`src/rtl/mult_pkg.sv`:
```
// Shared types and sizing helpers for the sequential shift-and-add multiplier.
package mult_pkg;

   typedef enum logic [1:0] {
      IDLE = 2'd0,
      RUN  = 2'd1,
      DONE = 2'd2
   } state_t;

   localparam int DEFAULT_WIDTH = 32;
   localparam int CNT_W         = $clog2(DEFAULT_WIDTH);

   // Iteration counter width for a given operand width (never below one bit).
   function automatic int cnt_width(input int w);
      return (w < 2) ? 1 : $clog2(w);
   endfunction

endpackage

```
`src/rtl/ripple_adder_w.sv`:
```
// WIDTH-bit ripple-carry adder: half adder on bit 0, full-adder chain above,
// carry-out exported for the multiplier's shift MSB.
module ripple_adder_w #(
   parameter int WIDTH = 32
) (
   input  logic [WIDTH-1:0] x,
   input  logic [WIDTH-1:0] y,
   output logic [WIDTH-1:0] sum,
   output logic             cout
);

   logic [WIDTH:1] carry_s;

   assign sum[0]     = x[0] ^ y[0];
   assign carry_s[1] = x[0] & y[0];

   for (genvar i = 1; i < WIDTH; i++) begin : g_fa
      assign sum[i]       = x[i] ^ y[i] ^ carry_s[i];
      assign carry_s[i+1] = (x[i] & y[i]) | (x[i] & carry_s[i]) | (y[i] & carry_s[i]);
   end

   assign cout = carry_s[WIDTH];

endmodule

```
`src/rtl/seq_shift_add_mult.sv`:
```
// Sequential radix-2 unsigned multiplier: one conditional add and right shift per
// clock through a ripple adder, with a start/busy/done handshake.
module seq_shift_add_mult
   import mult_pkg::*;
#(
   parameter int WIDTH = 32
) (
   input  logic               clk,
   input  logic               rst,
   input  logic               start,
   input  logic [WIDTH-1:0]   a,
   input  logic [WIDTH-1:0]   b,
   output logic               busy,
   output logic               done,
   output logic [2*WIDTH-1:0] p
);

   localparam int            CW       = cnt_width(WIDTH);
   localparam logic [CW-1:0] CNT_LAST = CW'(WIDTH - 1);

   state_t               state_q, state_d;
   logic [WIDTH-1:0]     mcand_q, mcand_d;
   logic [WIDTH-1:0]     mq_q, mq_d;
   logic [WIDTH-1:0]     acc_q, acc_d;
   logic [CW-1:0]        cnt_q, cnt_d;
   logic [2*WIDTH-1:0]   p_q, p_d;
   logic                 busy_q, busy_d;
   logic                 done_q, done_d;

   logic [WIDTH-1:0]     addend_s;
   logic [WIDTH-1:0]     sum_s;
   logic                 cout_s;
   logic [2*WIDTH-1:0]   shift_s;

   assign addend_s = mq_q[0] ? mcand_q : {WIDTH{1'b0}};

   ripple_adder_w #(.WIDTH(WIDTH)) u_adder (
      .x    (acc_q),
      .y    (addend_s),
      .sum  (sum_s),
      .cout (cout_s)
   );

   // The carry-out becomes the new MSB; mq[0] has been consumed and drops off.
   assign shift_s = {cout_s, sum_s, mq_q[WIDTH-1:1]};

   // State register and registered handshake outputs.
   always_ff @(posedge clk or posedge rst) begin
      if (rst) begin
         state_q <= IDLE;
         busy_q  <= 1'b0;
         done_q  <= 1'b0;
      end else begin
         state_q <= state_d;
         busy_q  <= busy_d;
         done_q  <= done_d;
      end
   end

   // Datapath registers.
   always_ff @(posedge clk or posedge rst) begin
      if (rst) begin
         mcand_q <= {WIDTH{1'b0}};
         mq_q    <= {WIDTH{1'b0}};
         acc_q   <= {WIDTH{1'b0}};
         cnt_q   <= {CW{1'b0}};
         p_q     <= {(2*WIDTH){1'b0}};
      end else begin
         mcand_q <= mcand_d;
         mq_q    <= mq_d;
         acc_q   <= acc_d;
         cnt_q   <= cnt_d;
         p_q     <= p_d;
      end
   end

   // Next-state logic.
   always_comb begin
      state_d = state_q;
      case (state_q)
         IDLE: begin
            if (start) begin
               state_d = RUN;
            end else begin
               state_d = IDLE;
            end
         end
         RUN: begin
            if (cnt_q == CNT_LAST) begin
               state_d = DONE;
            end else begin
               state_d = RUN;
            end
         end
         DONE:    state_d = IDLE;
         default: state_d = IDLE;
      endcase
   end

   // Datapath updates: load on accept, one add/shift per RUN cycle, product at exit.
   always_comb begin
      mcand_d = mcand_q;
      mq_d    = mq_q;
      acc_d   = acc_q;
      cnt_d   = cnt_q;
      p_d     = p_q;
      case (state_q)
         IDLE: begin
            if (start) begin
               mcand_d = a;
               mq_d    = b;
               acc_d   = {WIDTH{1'b0}};
               cnt_d   = {CW{1'b0}};
            end else begin
               cnt_d   = cnt_q;
            end
         end
         RUN: begin
            acc_d = shift_s[2*WIDTH-1:WIDTH];
            mq_d  = shift_s[WIDTH-1:0];
            cnt_d = cnt_q + CW'(1);
            if (cnt_q == CNT_LAST) begin
               p_d = shift_s;
            end else begin
               p_d = p_q;
            end
         end
         DONE:    cnt_d = cnt_q;
         default: cnt_d = {CW{1'b0}};
      endcase
   end

   // Output decode from the next state so busy/done come straight from flops.
   always_comb begin
      busy_d = (state_d != IDLE);
      done_d = (state_d == DONE);
   end

   assign busy = busy_q;
   assign done = done_q;
   assign p    = p_q;

endmodule
```
`config.mk`:
```
export PLATFORM = sky130hd
export DESIGN_NAME = seq_shift_add_mult
export DESIGN_NICKNAME = d
export VERILOG_FILES = /design/src/rtl/mult_pkg.sv /design/src/rtl/ripple_adder_w.sv /design/src/rtl/seq_shift_add_mult.sv
export SDC_FILE = /design/constraint.sdc
export NUM_CORES = 1
export LEC_CHECK = 0
export BUFFER_PORTS_ARGS = -buffer_cell sky130_fd_sc_hd__clkbuf_2
export CORE_MARGIN = 2
export CORE_UTILIZATION = 45
export CTS_BUF_LIST = sky130_fd_sc_hd__clkbuf_16
export DETAILED_ROUTE_END_ITERATION = 8
export PLACE_DENSITY = 0.74
export SYNTH_ARGS = -nofsm -noshare
export SYNTH_HDL_FRONTEND = slang
export SYNTH_SLANG_ARGS = --single-unit
```
`constraint.sdc`:
```
create_clock -name clk -period 15.95 [get_ports clk]
set_clock_uncertainty 0.1 [all_clocks]
set_input_delay 3.19 -clock clk [delete_from_list [all_inputs] [get_ports clk]]
set_output_delay 3.19 -clock clk [all_outputs]
set_load 0.1 [all_outputs]
```
==> key figures, run 1 <==
Synthesis
  • Syn Area/Cell: 11.9 µm²
  • #FFs+latches synth: 169
  • Yosys warnings: 0
  • Cell variety after synth: 26
  • Yosys top cell area share: 57.9%
  • Synthesized area: 7300 µm²
  • Largest cells by area after synthesis: dfrtp_1 58%, mux2_2 9.7%, fa_1 8.5%
  • Yosys top cell by area: dfrtp_1
  • Post-synthesis sequential area ratio: 57.9%
  • Net Count, Synth: 716
  • Post-Syn Instances: 615

Setup path
  • FF-to-FF path depth: 36
  • CP required: 16.13 ns
  • CP most frequent cell: fa_1
  • Worst Setup Path Type: reg2reg
  • Critical Path End Type: flop
  • Slowest CP cell: fa_1
  • Critical path buffers and inverters: 3
  • Cell family with most CP delay: adder cells
  • Critical Path Max Stage Delay: 0.54 ns
  • RR Endpoint: p[62]$_DFFE_PP0P_
  • Crit path DAT: 14.53 ns
  • Reg-to-reg slack, setup: 1.60 ns
  • Critical path launch point type: flop
  • Reg2Reg Launch Point: mq_q[0]$_DFFE_PP0P_
  • Max FO, Critical Path: 32

Global routing
  • Met3 GRT Util: 5.21%
  • GRT Overall Usage: 18.0%
  • First-pass GRT wire length: 24700 µm
  • GR met2 Demand/Resource: 26.8%
  • Grt met1 use: 25.8%
  • GR Overflow Total: 0
  • GR peak layer: met2
  • Vias in the first global route: 4925
  • Initial antenna violation count: 1
  • Pin count of the biggest net entering global routing: 97

Hold path
  • Hold Path End: p[55]$_DFFE_PP0P_
  • Hold Path Origin: p[55]$_DFFE_PP0P_
  • Hold Path Class: reg2reg
  • Hold Path Depth: 2

CTS
  • CTS sink count: 169
  • Root buffer cell: clkbuf_16
  • Htree depth: 4
  • Cts repair resizes: 0
  • CTS tree: yes
  • Clock Path Buffers: 2
  • CTS buffer count: 17
  • Clock latency on the worst-skew pair: 0.42 ns
  • Hold Buf Count CTS: 0
  • Clk pin slew, worst setup/hold paths: 0.06 ns
  • Post-CTS Setup Repair Bufs: 0

Cells and area
  • Layout Nets: 836
  • Syn-to-layout area delta: 19.7%
  • N_diodes: 0
  • Layout cells sized above 1: 31.4%

Timing
  • RSZ-0062 raised after global routing: no
  • Measured slew at the worst slew-check pin: 1.01 ns
  • Final setup vio count: 0
  • Max Clock Freq: 69.7 MHz
  • Fin. Hold Viols: 0
  • Worst relative slew slack: 32.4%
  • Period utilization: 90.0%
  • TNS Setup: 0 ns
  • Max Slew Vio Count: 0
  • Crit path time final: 14.35 ns

Place
  • Post-DP HPWL: 9540 µm
  • Global placement routability congestion: 0.756
  • PortBufs: 132

Detailed routing
  • Total number of vias: 4851
  • DRC: 0
  • Antenna viol nets, final: 0
  • Iteration-0 DRC Markers: 217
  • Routed WL: 14500 µm
  • Wire per inst: 15.0 µm
  • Drt pass-1 iters: 6
  • Via density: 5.03

Floorplan
  • Die Wd: 131 µm
  • Initial Util: 46.0%
  • I/O Pins: 133
  • Core region area: 15900 µm²
  • Row count: 46
  • Die Footprint: 17300 µm²
  • Die H: 131 µm

Flow run
  • Max Cap Viol: 0

Outcome
  • Status: finished, final reports clean
-- cell usage in the layout (no fill, tap or decap), types with 2 or more instances in the layout --
master / count
a22o_1: 5
mux2_1: 3
nor2_1: 33
buf_4: 7
ha_1: 3
fa_1: 31
bufinv_16: 4
a31oi_1: 32
clkinv_1: 4
o2bb2ai_1: 31
o21ai_0: 31
clkinv_2: 3
clkbuf_2: 132
and2_1: 2
inv_1: 36
clkinvlp_4: 3
clkbuf_16: 17
inv_6: 2
dfrtp_1: 169
nand2_1: 125
mux2_2: 63
-- metal layers --
| layer | vias up | part of all wire [%] |
|---|---|---|
| met3 | 16 | 5.8 |
| met1 | 2403 | 49 |
| met4 | 2 | 0.99 |
| li1 | 2287 | - |
| met5 | - | 0.090 |
| met2 | 143 | 44 |
-- metrics by stage --
stage	util [%]	instance area (µm²)	instances	setup WS (ns)	hold slack [ns]
2_1_floorplan	-	7300	615	2.03	0.356
3_3_place_gp	51.2	8130	932	1.66	0.364
3_5_place_dp	51.2	8130	932	1.50	0.372
4_1_cts	55.0	8740	964	1.43	0.386
5_1_grt	55.0	8740	964	0.944	0.401
6_report	55.0	8740	964	1.60	0.379
-- layout make-up --
type | instances | area (µm²)
sequential | 169 | 4230
clock inverter | 15 | 181
clock buffer | 17 | 425
fill | 1382 | 7150
inverter | 37 | 144
multi-input combinational | 371 | 2770
tap | 216 | 270
timing repair buffer | 139 | 713
-- cells by family (layout without fill, tap and decap cells) --
| family | count (synthesis) | count (layout) | share of synthesized area (%) |
|---|---|---|---|
| AO/OA/AOI/OAI | 100 | 100 | 9.27 |
| XOR/XNOR | 2 | 2 | 0.240 |
| adder cells (fa/ha/maj) | 34 | 34 | 9.01 |
| buffers and inverters | 75 | 208 | 4.30 |
| flip-flops | 169 | 169 | 57.9 |
| multiplexers | 66 | 66 | 10.2 |
| AND/OR/NAND/NOR | 169 | 169 | 9.08 |
-- state kept, by name, summed over array words and instances, names as in the netlist --
register / flops
p: 64
acc_q: 32
mcand_q: 32
mq_q: 32
cnt_q: 5
state_q: 2
busy: 1
done: 1
-- worst register-to-register path: cells and delay by family, from the launching register on --
family                   cells  cell delay (ns)
adder cells (fa/ha/maj)     31            13.11
buffers and inverters        3             0.44
AO/OA/AOI/OAI                1             0.09
AND/OR/NAND/NOR              1             0.14
flip-flops                   1             0.34
-- synthesized netlist by cell type (all sizes together) --
| master | n |
|---|---|
| nand2 | 125 |
| mux2 | 66 |
| nor2 | 35 |
| nand3 | 1 |
| xor2 | 1 |
| clkbuf | 18 |
| o22ai | 1 |
| ha | 3 |
| nand2b | 2 |
| fa | 31 |
| nor2b | 1 |
| a22o | 5 |
| o2bb2ai | 31 |
| and2 | 2 |
| xnor2 | 1 |
| and3 | 1 |
| inv | 37 |
| dfrtp | 169 |
| buf | 20 |
| nand3b | 1 |
| and2b | 1 |
| a31oi | 32 |
| o21ai | 31 |
-- worst max path at each step --
stage                        startpoint                end  slack [ns]  cells past startpoint
floorplan           mq_q[0]$_DFFE_PP0P_  p[62]$_DFFE_PP0P_        2.03                     36
global placement    mq_q[0]$_DFFE_PP0P_  p[62]$_DFFE_PP0P_        1.66                     36
detailed placement  mq_q[0]$_DFFE_PP0P_  p[62]$_DFFE_PP0P_        1.50                     36
CTS                 mq_q[0]$_DFFE_PP0P_  p[62]$_DFFE_PP0P_        1.43                     36
global route        mq_q[0]$_DFFE_PP0P_  p[62]$_DFFE_PP0P_        0.94                     36
finish              mq_q[0]$_DFFE_PP0P_  p[62]$_DFFE_PP0P_        1.60                     36
Power of run 1 is not shown: default switching activity piles up to over one toggle a cycle in this logic, so the estimate is an artifact.
==> run 2, diff against run 1 <==
--- a/config.mk
+++ b/config.mk
@@ -10,6 +10,7 @@
 export CORE_UTILIZATION = 45
 export CTS_BUF_LIST = sky130_fd_sc_hd__clkbuf_16
 export DETAILED_ROUTE_END_ITERATION = 8
+export GPL_ROUTABILITY_DRIVEN = 0
 export PLACE_DENSITY = 0.74
 export SYNTH_ARGS = -nofsm -noshare
 export SYNTH_HDL_FRONTEND = slang
==> constraint.sdc (replaced) <==
create_clock -name clk -period 13.8 [get_ports clk]
set_clock_uncertainty 0.1 [all_clocks]
set_input_delay 2.76 -clock clk [delete_from_list [all_inputs] [get_ports clk]]
set_output_delay 2.76 -clock clk [all_outputs]
set_load 0.1 [all_outputs]
==> key figures, run 2 (synthesis gave the netlist of run 1 again) <==
Floorplan
  • Die Wd: 131 µm (unchanged)
  • Initial Util: 46.0% (unchanged)
  • Row count: 46 (unchanged)
  • Core region area: 15900 µm² (unchanged)
  • I/O Pins: 133 (unchanged)
  • Die H: 131 µm (unchanged)
  • Die Footprint: 17300 µm² (unchanged)

Place
  • PortBufs: 132 (unchanged)
  • Post-DP HPWL: 9940 µm (+4.1%)

Setup path
  • Critical Path End Type: flop
  • Slowest CP cell: fa_1
  • FF-to-FF path depth: 37 (+2.8%)
  • Reg-to-reg slack, setup: 0.57 ns (-1.03 ns)
  • Critical path launch point type: flop
  • CP most frequent cell: fa_2
  • Max FO, Critical Path: 2 (-94%)
  • CP required: 13.96 ns (-2.17 ns)
  • RR Endpoint: acc_q[30]$_DFFE_PP0P_
  • Worst Setup Path Type: reg2reg
  • Critical Path Max Stage Delay: 0.53 ns (about the same)
  • Crit path DAT: 13.38 ns (-1.15 ns)
  • Reg2Reg Launch Point: mq_q[0]$_DFFE_PP0P_

Cells and area
  • Layout cells sized above 1: 34.3% (+2.9 points)
  • Syn-to-layout area delta: 19.7% (about the same)
  • Most frequent cells in the layout: 169 x dfrtp_1, 132 x clkbuf_2, 125 x nand2_1, 63 x mux2_2, 36 x inv_1
  • Most common cell after layout, fill and taps aside: dfrtp_1
  • Fillers: 1362 (-1.4%)
  • Layout Nets: 837 (+0.12%)
  • Max reg flops: 64 (unchanged)
  • Post-layout util: 55.0% (about the same)

Detailed routing
  • Routed WL: 14900 µm (+3.0%)
  • Via density: 5.05 (+0.35%)
  • DRC: 0 (unchanged)
  • Total number of vias: 4878 (+0.56%)
  • Wire per inst: 15.5 µm (+2.8%)
  • Antenna viol nets, final: 0 (unchanged)
  • Drt pass-1 iters: 4 (-2)
  • Iteration-0 DRC Markers: 251 (+16%)

Hold path
  • Hold Path End: p[54]$_DFFE_PP0P_
  • Hold Path Origin: p[54]$_DFFE_PP0P_
  • Hold Path Class: reg2reg
  • Hold Path Depth: 2 (unchanged)

CTS
  • Clock Path Buffers: 2 (unchanged)
  • Hold Buf Count CTS: 0 (unchanged)
  • CTS tree: yes
  • CTS sink count: 169 (unchanged)
  • Clk pin slew, worst setup/hold paths: 0.06 ns (about the same)
  • Clock latency on the worst-skew pair: 0.42 ns (about the same)
  • CTS buffer count: 17 (unchanged)
  • Post-CTS Setup Repair Bufs: 0 (unchanged)
  • Root buffer cell: clkbuf_16
  • Htree depth: 4 (unchanged)

Global routing
  • Vias in the first global route: 5097 (+3.5%)
  • First-pass GRT wire length: 25300 µm (+2.5%)
  • GR Overflow Total: 0 (unchanged)
  • GRT Overall Usage: 18.4% (+0.32 points)
  • Initial antenna violation count: 1 (unchanged)
  • Pin count of the biggest net entering global routing: 101 (+4.1%)

Timing
  • Fin. Hold Viols: 0 (unchanged)
  • Max Slew Vio Count: 0 (unchanged)
  • Period utilization: 95.9% (+5.9 points)
  • Max Clock Freq: 75.6 MHz (+8.5%)
  • Worst relative slew slack: 33.2% (+0.84 points)
  • Crit path time final: 13.23 ns (-1.12 ns)
  • Measured slew at the worst slew-check pin: 1.00 ns (-0.0127 ns)
  • Final setup vio count: 0 (unchanged)
  • RSZ-0062 raised after global routing: no

Outcome
  • Status: finished, final reports clean

Flow run
  • Max Cap Viol: 0 (unchanged)
## run 2: changes by cell type in the layout (fill, tap and decap cells not counted), sizes merged
| cell | before | now |
|---|---|---|
| bufinv | 4 | 1 |
| inv | 38 | 40 |
| buf | 7 | 8 |
| clkinvlp | 3 | 4 |
| diode | 0 | 1 |
## run 2: layer usage
layer	GRT usage, %	vias to the layer above	wire [µm]
met3	4.55	13	870
met5	0	-	0
li1	-	2299	-
met1	24.5	2433	6820
met4	6.70	0	187
met2	29.4	133	7060
## run 2: layout make-up
type	instances	area, µm²	area share (%)
multi-input combinational	371	2820	32.3
antenna	1	2.50	0.0286
tap	216	270	3.09
timing repair buffer	140	721	8.25
sequential	169	4230	48.4
clock buffer	17	425	4.87
inverter	37	144	1.65
clock inverter	15	126	1.45
## run 2: timing repair
action                     CTS  global route
setup endpoints to repair    6             6
gates resized for setup      9             9
gates cloned                 0             0
## run 2: through the flow
step                hold WS (ns)  TNS, ns  cell area, µm²  worst slack [ns]  cells
floorplan                  0.356        0            7310            0.0230    615
global route               0.398        0            8740            0.0373    965
CTS                        0.386        0            8720            0.0229    965
global placement           0.363   -0.819            8140            -0.262    933
finish                     0.381        0            8740             0.573    966
detailed placement         0.371    -1.90            8140            -0.482    933
## run 2: worst max-delay path by stage
| stage | start | endpoint |
|---|---|---|
| after floorplan | mq_q[0]$_DFFE_PP0P_ | p[62]$_DFFE_PP0P_ |
| after global placement | mq_q[0]$_DFFE_PP0P_ | p[62]$_DFFE_PP0P_ |
| after detailed placement | mq_q[0]$_DFFE_PP0P_ | p[62]$_DFFE_PP0P_ |
| after CTS | mq_q[0]$_DFFE_PP0P_ | acc_q[30]$_DFFE_PP0P_ |
| after global routing | mq_q[0]$_DFFE_PP0P_ | acc_q[30]$_DFFE_PP0P_ |
| final | mq_q[0]$_DFFE_PP0P_ | acc_q[30]$_DFFE_PP0P_ |
## run 2: worst max-delay path: cells and delay by family (launching register included)
kind                       cells  cell delay [ns]
buffers and inverters          3             0.19
adders and majority gates     32            12.24
AOI/OAI and AO/OA              1             0.07
and+or+nand+nor                1             0.13
DFF                            1             0.33
Power of run 2 is left out for the same reason.
==> run 3, diff against run 2 <==
--- a/config.mk
+++ b/config.mk
@@ -7,11 +7,11 @@
 export LEC_CHECK = 0
 export BUFFER_PORTS_ARGS = -buffer_cell sky130_fd_sc_hd__clkbuf_2
 export CORE_MARGIN = 2
-export CORE_UTILIZATION = 45
+export CORE_UTILIZATION = 40
 export CTS_BUF_LIST = sky130_fd_sc_hd__clkbuf_16
 export DETAILED_ROUTE_END_ITERATION = 8
 export GPL_ROUTABILITY_DRIVEN = 0
-export PLACE_DENSITY = 0.74
+export PLACE_DENSITY = 0.68
 export SYNTH_ARGS = -nofsm -noshare
 export SYNTH_HDL_FRONTEND = slang
 export SYNTH_SLANG_ARGS = --single-unit
==> key figures, run 3 (synthesis gave the netlist of run 1 again) <==
Global routing
  • Initial antenna violation count: 1 (unchanged)
  • Vias in the first global route: 4973 (-2.4%)
  • Pin count of the biggest net entering global routing: 102 (+0.99%)
  • GR Overflow Total: 0 (unchanged)
  • First-pass GRT wire length: 25200 µm (-0.33%)
  • GRT Overall Usage: 16.2% (-2.2 points)

Place
  • PortBufs: 132 (unchanged)
  • Post-DP HPWL: 9640 µm (-2.9%)

CTS
  • Clk pin slew, worst setup/hold paths: 0.06 ns (about the same)
  • Clock latency on the worst-skew pair: 0.42 ns (about the same)
  • Root buffer cell: clkbuf_16
  • Clock Path Buffers: 2 (unchanged)
  • CTS tree: yes
  • Htree depth: 4 (unchanged)
  • Post-CTS Setup Repair Bufs: 0 (unchanged)
  • CTS buffer count: 17 (unchanged)
  • CTS sink count: 169 (unchanged)

Detailed routing
  • Via density: 4.97 (-1.6%)
  • Antenna viol nets, final: 0 (unchanged)
  • Total number of vias: 4862 (-0.33%)
  • DRC: 0 (unchanged)
  • Drt pass-1 iters: 4 (unchanged)
  • Routed WL: 14800 µm (-0.82%)
  • Wire per inst: 15.1 µm (-2.0%)
  • Iteration-0 DRC Markers: 232 (-7.6%)

Hold path
  • Hold Path Class: reg2reg

Cells and area
  • N_diodes: 0 (-1)
  • Most common cell after layout, fill and taps aside: dfrtp_1
  • Layout Nets: 837 (unchanged)
  • Layout cells sized above 1: 34.0% (-0.27 points)
  • Max reg flops: 64 (unchanged)
  • Most frequent cells in the layout: 169 x dfrtp_1, 132 x clkbuf_2, 125 x nand2_1, 63 x mux2_2, 37 x inv_1
  • Fillers: 1640 (+20%)
  • Syn-to-layout area delta: 20.2%

Setup path
  • CP most frequent cell: fa_2
  • Max FO, Critical Path: 2 (unchanged)
  • Worst Setup Path Type: reg2reg
  • Crit path DAT: 13.46 ns (+0.08 ns)
  • Critical Path End Type: flop
  • Critical Path Max Stage Delay: 0.53 ns (about the same)
  • Critical path launch point type: flop
  • CP required: 13.98 ns (+0.02 ns)
  • Slowest CP cell: fa_1

Timing
  • RSZ-0062 raised after global routing: no
  • Final setup vio count: 0 (unchanged)
  • Fin. Hold Viols: 0 (unchanged)
  • Measured slew at the worst slew-check pin: 1.02 ns (+0.0214 ns)
  • Worst relative slew slack: 31.8% (-1.4 points)
  • Min Hold Slack: 0.377 ns (-0.00446 ns)
  • Max Slew Vio Count: 0 (unchanged)
  • Period utilization: 96.2% (+0.38 points)
  • Crit path time final: 13.28 ns (+0.0522 ns)
  • Max Clock Freq: 75.3 MHz (-0.39%)

Floorplan
  • Die H: 139 µm (+5.9%)
  • Core region area: 18000 µm² (+13%)
  • Initial Util: 40.6% (-5.3 points)
  • Die Wd: 139 µm (+5.9%)
  • Row count: 49 (+6.5%)
  • Die Footprint: 19400 µm² (+12%)
  • I/O Pins: 133 (unchanged)

Flow run
  • Max Cap Viol: 0 (unchanged)

Outcome
  • Status: finished, final reports clean
[run 3: path summary, 6_finish.rpt]
kind | start | endpoint | slack [ns] | depth (start not counted)
min reg2reg | p[56]$_DFFE_PP0P_ | p[56]$_DFFE_PP0P_ | 0.38 | 2
max | mq_q[0]$_DFFE_PP0P_ | p[62]$_DFFE_PP0P_ | 0.52 | 37
max in group asynchronous | rst | p[49]$_DFFE_PP0P_ | 9.73 | 3
min | p[56]$_DFFE_PP0P_ | p[56]$_DFFE_PP0P_ | 0.38 | 2
max reg2reg | mq_q[0]$_DFFE_PP0P_ | p[62]$_DFFE_PP0P_ | 0.52 | 37
min in group asynchronous | rst | p[25]$_DFFE_PP0P_ | 2.44 | 2
[run 3: cell type report]
cell class	count	area [µm²]	share of cell area (%)
Clock buffer	17	425	4.85
Timing Repair Buffer	140	721	8.21
Clock inverter	15	151	1.72
Multi-Input combinational cell	371	2820	32.1
Tap cell	229	287	3.26
Sequential cell	169	4230	48.2
Inverter	37	144	1.64
[run 3: layer usage]
layer | part of all wire [%] | vias to the layer above | GRT usage [%] | routed length [µm]
met5 | 0.081 | - | 0 | 12
li1 | - | 2299 | - | -
met3 | 5.1 | 13 | 3.94 | 759
met4 | 1.0 | 2 | 5.00 | 155
met1 | 48 | 2417 | 23.5 | 7160
met2 | 45 | 131 | 24.3 | 6730
[run 3: timing repair]
| action | CTS | global route |
|---|---|---|
| resized for setup | 8 | 7 |
| cloned | 0 | 0 |
| hold buffers | 0 | 0 |
| endpoints found under the setup margin | 6 | 6 |
[run 3: through the flow]
stage	area [µm²]	cells	setup TNS, ns	util [%]	setup WS, ns
2_1_floorplan	7310	615	0	-	0.0230
3_3_place_gp	8160	946	-0.904	45.4	-0.283
3_5_place_dp	8160	946	-1.46	45.4	-0.402
4_1_cts	8760	978	0	48.8	0.0168
5_1_grt	8780	978	0	48.9	0.0349
6_report	8780	978	0	48.9	0.520
[run 3: worst max-delay path, delay by kind of cell (launching register included)]
| family | cells | cell delay (ns) |
|---|---|---|
| AND/OR/NAND/NOR | 1 | 0.13 |
| adder cells (fa/ha/maj) | 32 | 12.29 |
| flip-flops | 1 | 0.34 |
| AO/OA/AOI/OAI | 1 | 0.10 |
| buffers and inverters | 3 | 0.18 |
Power of run 3 is left out for the same reason.
